`src/rtl/enigma_pkg.sv`:
```
// Shared types and helpers for the Enigma keypress path.
// Alphabet size, default notches, controller states, modular increment.
package enigma_pkg;

  localparam int LETTER_W    = 5;
  localparam int NUM_LETTERS = 26;
  localparam int NOTCH1_DEF  = 16;
  localparam int NOTCH2_DEF  = 4;

  typedef logic [LETTER_W-1:0] letter_t;

  typedef struct packed {
    letter_t r1;
    letter_t r2;
    letter_t r3;
  } pos_t;

  typedef enum logic [1:0] {
    IDLE,
    STEP,
    EVAL,
    OUT
  } state_t;

  function automatic logic is_letter(
    input letter_t v
  );
    return 32'(v) < 32'(NUM_LETTERS);
  endfunction

  function automatic letter_t inc_mod(
    input letter_t     v,
    input int unsigned n
  );
    if (32'(v) + 32'd1 >= n) return '0;
    return v + letter_t'(1);
  endfunction

endpackage

```
`src/rtl/enigma_stepper.sv`:
```
// Next rotor positions for one keypress, including the double-step.
// Purely combinational; all three rotors move from pre-step values.
module enigma_stepper
  import enigma_pkg::*;
#(
  parameter int unsigned N = NUM_LETTERS
) (
  input  letter_t r1,
  input  letter_t r2,
  input  letter_t r3,
  input  letter_t notch1,
  input  letter_t notch2,
  output letter_t n1,
  output letter_t n2,
  output letter_t n3
);

  logic carry2;
  logic carry3;

  // r2 sitting on its notch moves itself too: the double-step
  assign carry3 = (r2 == notch2);
  assign carry2 = (r1 == notch1) || carry3;

  assign n1 = inc_mod(r1, N);
  assign n2 = carry2 ? inc_mod(r2, N) : r2;
  assign n3 = carry3 ? inc_mod(r3, N) : r3;

endmodule

```
`src/rtl/enigma_step_controller.sv`:
```
// One-keypress-at-a-time sequencer: step rotors, settle chain, return result.
// Owns rotor positions; valid/ready on both the letter and result sides.
module enigma_step_controller
  import enigma_pkg::*;
#(
  parameter int NOTCH1      = NOTCH1_DEF,
  parameter int NOTCH2      = NOTCH2_DEF,
  parameter int EVAL_CYCLES = 1
) (
  input  logic                clk,
  input  logic                rst,
  input  logic                cfg_load,
  input  logic [LETTER_W-1:0] cfg_r1,
  input  logic [LETTER_W-1:0] cfg_r2,
  input  logic [LETTER_W-1:0] cfg_r3,
  input  logic                in_valid,
  output logic                in_ready,
  input  logic [LETTER_W-1:0] in_data,
  output logic [LETTER_W-1:0] scr_letter,
  input  logic [LETTER_W-1:0] scr_result,
  output logic [LETTER_W-1:0] rotor1_pos,
  output logic [LETTER_W-1:0] rotor2_pos,
  output logic [LETTER_W-1:0] rotor3_pos,
  output logic                out_valid,
  input  logic                out_ready,
  output logic [LETTER_W-1:0] out_data,
  output logic                busy,
  output logic                err
);

  localparam int CNT_W =
    (EVAL_CYCLES > 1) ? $clog2(EVAL_CYCLES) : 1;
  localparam logic [CNT_W-1:0] CNT_INIT =
    CNT_W'(EVAL_CYCLES - 1);

  state_t           state;
  state_t           state_nx;
  pos_t             pos;
  pos_t             pos_nx;
  logic [CNT_W-1:0] cnt;
  logic             cfg_ok1;
  logic             cfg_ok2;
  logic             cfg_ok3;
  logic             key_ok;

  enigma_stepper #(
    .N(NUM_LETTERS)
  ) u_stepper (
    .r1    (pos.r1),
    .r2    (pos.r2),
    .r3    (pos.r3),
    .notch1(letter_t'(NOTCH1)),
    .notch2(letter_t'(NOTCH2)),
    .n1    (pos_nx.r1),
    .n2    (pos_nx.r2),
    .n3    (pos_nx.r3)
  );

  assign cfg_ok1 = is_letter(cfg_r1);
  assign cfg_ok2 = is_letter(cfg_r2);
  assign cfg_ok3 = is_letter(cfg_r3);
  assign key_ok  = is_letter(in_data);

  assign in_ready   = (state == IDLE) && !cfg_load;
  assign busy       = (state != IDLE);
  assign rotor1_pos = pos.r1;
  assign rotor2_pos = pos.r2;
  assign rotor3_pos = pos.r3;

  always_ff @(posedge clk or negedge rst) begin
    if (!rst) state <= IDLE;
    else      state <= state_nx;
  end

  always_comb begin
    state_nx = state;
    unique case (state)
      IDLE: if (in_valid && in_ready && key_ok) state_nx = STEP;
      STEP: state_nx = EVAL;
      EVAL: if (cnt == '0) state_nx = OUT;
      OUT:  if (out_ready) state_nx = IDLE;
      default: state_nx = IDLE;
    endcase
  end

  always_ff @(posedge clk or negedge rst) begin
    if (!rst) begin
      pos        <= '0;
      scr_letter <= '0;
      out_data   <= '0;
      out_valid  <= 1'b0;
      err        <= 1'b0;
      cnt        <= '0;
    end else begin
      err <= 1'b0;
      unique case (state)
        IDLE: begin
          // load takes priority over a letter offered the same cycle
          if (cfg_load) begin
            pos.r1 <= cfg_ok1 ? cfg_r1 : '0;
            pos.r2 <= cfg_ok2 ? cfg_r2 : '0;
            pos.r3 <= cfg_ok3 ? cfg_r3 : '0;
            err    <= !(cfg_ok1 && cfg_ok2 && cfg_ok3);
          end else if (in_valid) begin
            if (key_ok) scr_letter <= in_data;
            else        err        <= 1'b1;
          end
        end
        STEP: begin
          pos <= pos_nx;
          cnt <= CNT_INIT;
        end
        EVAL: begin
          if (cnt == '0) begin
            out_data  <= scr_result;
            out_valid <= 1'b1;
          end else begin
            cnt <= cnt - CNT_W'(1);
          end
        end
        OUT: if (out_ready) out_valid <= 1'b0;
        default: ;
      endcase
    end
  end

endmodule

```
`config.mk`:
```
export PLATFORM = sky130hd
export DESIGN_NAME = enigma_step_controller
export DESIGN_NICKNAME = d
export VERILOG_FILES = /design/src/rtl/enigma_pkg.sv /design/src/rtl/enigma_stepper.sv /design/src/rtl/enigma_step_controller.sv
export SDC_FILE = /design/constraint.sdc
export NUM_CORES = 1
export LEC_CHECK = 0
export CAP_MARGIN = 10
export CORE_MARGIN = 2
export CORE_UTILIZATION = 48
export CTS_BUF_LIST = sky130_fd_sc_hd__clkbuf_4 sky130_fd_sc_hd__clkbuf_8 sky130_fd_sc_hd__clkbuf_16
export CTS_CLUSTER_DIAMETER = 150
export DETAILED_ROUTE_END_ITERATION = 8
export PLACE_DENSITY = 0.8
export SYNTH_ARGS = -nofsm -noshare
export SYNTH_HDL_FRONTEND = slang
export SYNTH_SLANG_ARGS = --single-unit
```
`constraint.sdc`:
```
create_clock -name clk -period 2.6 [get_ports clk]
set_input_delay 0.39 -clock clk [delete_from_list [all_inputs] [get_ports clk]]
set_output_delay 0.39 -clock clk [all_outputs]
set_load 0.01 [all_outputs]
```
==> flow_metrics.py <==
metrics = {
    "timing": {
        "report.final.slew_viol_count": 0,
        "min_period_ps": 2280,
        "setup_viol": 0,
        "hold_viol": 0,
        "setup_slack_ps": 322,
        "fmaxAchievable_mhz": 439,
        "finClkSkew_ps": 8.97,
        "slew_headroom_pct": 34.2,
        "finalCritPeriodShare_pct": 87.6,
        "rsz0062_at_grt": "no",
        "worst_pin_slew_ps": 977,
        "tns_ps": 0,
    },
    "setup_path": {
        "regToRegSetupSlack_ps": 380,
        "path_cells": "inv_1 > ha_1 > nor2b_1 > clkdlybuf4s50_1",
        "worstPathMaxFanout": 6,
        "arrival_ps": 1890,
        "crit_type": "reg -> out",
        "cp_slowest_stage_delay_ps": 570,
        "crit_path_top_delay_cell": "clkdlybuf4s50_1",
        "critPathRequiredTime_ps": 2210,
        "cp-start-kind": "flop",
        "cp_top_family": "buffers and inverters",
        "cp-end-kind": "primary output",
        "critPathBufInv": 2,
    },
    "drt": {
        "drt-initial-drc-count": 175,
        "wire_per_inst_um": 15.2,
        "drt-vias-per-instance": 6.00,
        "vias": 2053,
        "wirelength_um": 5190,
        "ant_nets": 0,
        "dr.pass1.iters": 4,
        "drcViolationCount": 0,
    },
    "yosys": {
        "synth-edff-count": 0,
        "synth_cell_types": 51,
        "postSynthAreaPerCell_um2": 8.92,
        "ys.flop_type": "dfrtp_1",
        "yosysWarnings": 0,
        "async_flop_share_pct": 100,
        "syn_nets": 276,
        "seq_area_frac_synth_pct": 34.9,
        "yosys_register_bits": 29,
        "syn_area_um2": 2080,
        "syn_inst": 233,
    },
    "final_layout": {
        "final_common_cell": "clkdlybuf4s50_1",
        "fin_nets": 334,
        "insertedDiodeCount": 0,
        "layout_common_cells": "58 x clkdlybuf4s50_1, 29 x dfrtp_1, 19 x inv_1",
        "final_util_pct": 68.5,
        "final_layout_size_suffix_gt1_share_pct": 8.56,
        "area_growth_pct": 34.7,
    },
    "floorplanning": {
        "start_util_pct": 50.9,
        "core-area_um2": 4090,
        "ios": 59,
        "die_x_um": 69.8,
        "die_h_um": 69.8,
        "rows": 23,
        "die_area_um2": 4870,
    },
    "clock_tree": {
        "cts-resized-gates": 0,
        "cts_sinks": 29,
        "cts.clk_slew.worst_paths_ps": 70,
        "clockRootBuffer": "clkbuf_8",
        "clk_latency_ps": 280,
        "cts_buffers": 5,
        "cts_tree": "done",
        "cts_buffer_depth": 2,
        "cts_setup_buffers": 0,
        "cts_htree_levels": 2,
        "ctsHoldBuffers": 0,
    },
    "power": {
        "p_total_uw": 3520,
        "p_leak_uw": 0.00118,
        "p_per_area_nw_per_um2": 1260,
        "peakVddDrop_mv": 0.614,
    },
    "global_routing": {
        "grt_max_degree": 30,
        "overflow": 0,
        "grt_pass1_vias": 1927,
        "grt_pass1_wl_um": 8930,
        "antenna_found_initial": 0,
        "track_usage_pct": 22.1,
    },
    "place": {
        "gp_congestion": 0.821,
        "dp_hpwl_um": 3890,
        "place_ws_ps": 421,
        "port_buffers": 58,
    },
    "min_path": {
        "hp-class": "in -> async",
    },
    "status": {
        "status": "finished clean",
    },
    "run": {
        "cap_viol_max_count": 0,
    },
}
[power by group]
part           total, uW  switching (uW)  internal, uW  leakage [uW]
Sequential           972             293           679      0.000344
Combinational       2130            1070          1060      0.000787
Clock                414             175           239     0.0000542
[cells in the mapped netlist (6+ instances only)]
master    number  area (um^2)
nand2_1       17         63.8
inv_1         19         71.3
a21oi_1       14         70.1
clkbuf_1       6         22.5
nand3_1       10         50.1
dfrtp_1       29          726
nor2_1        11         41.3
ha_1          13          163
mux2_2        11          124
o21ai_0       16         80.1
[cell families (layout without fill, tap and decap cells)]
group	Yosys count	in the layout	share of synthesized area [%]
AO/OA/AOI/OAI	76	76	25.5
XOR/XNOR	1	1	0.422
adder cells (fa/ha/maj)	13	13	7.83
buffers and inverters	30	89	6.02
flip-flops	29	29	34.9
multiplexers	13	13	6.92
AND/OR/NAND/NOR	71	71	18.4
[cell type report]
type	instances	area, um^2
fillers	352	1290
multi-input cells	174	1230
flip-flops and latches	29	726
repair buffers	62	611
clock buffers	7	96.3
inverters	19	71.3
well taps	50	62.6
clock inverters	1	5.00
[path summary, 6_finish.rpt]
path                               startpoint       endpoint  depth (start not counted)
max in group asynchronous                 rst  rotor2_pos[0]                          2
worst min-delay path                      rst  rotor3_pos[3]                          2
worst max-delay path                 state[0]       in_ready                          4
worst min register to register  scr_letter[0]  scr_letter[0]                          1
worst max register to register  rotor1_pos[1]  rotor1_pos[2]                          7
min in group clk                scr_letter[0]  scr_letter[0]                          1
[stage by stage]
step | hold slack [ps] | instances | area, um^2
after floorplan | 94.4 | 233 | 2080
after global placement | 487 | 334 | 2700
after detailed placement | 492 | 334 | 2700
after CTS | 501 | 342 | 2800
after global routing | 541 | 342 | 2800
final | 492 | 342 | 2800
[per-layer routing]
layer,track usage (%),wire [um],vias to the layer above,part of all wire [%]
li1,-,-,978,-
met1,30.0,2390,989,46
met2,35.4,2400,78,46
met3,5.67,333,8,6.4
met4,5.13,56,0,1.1
met5,0,0,-,0
[state kept, by name, summed over array words and instances (netlist names)]
register	count
err	1
out_data	5
out_valid	1
rotor1_pos	5
rotor2_pos	5
rotor3_pos	5
scr_letter	5
state	2
(Power assumes the default switching activity.)
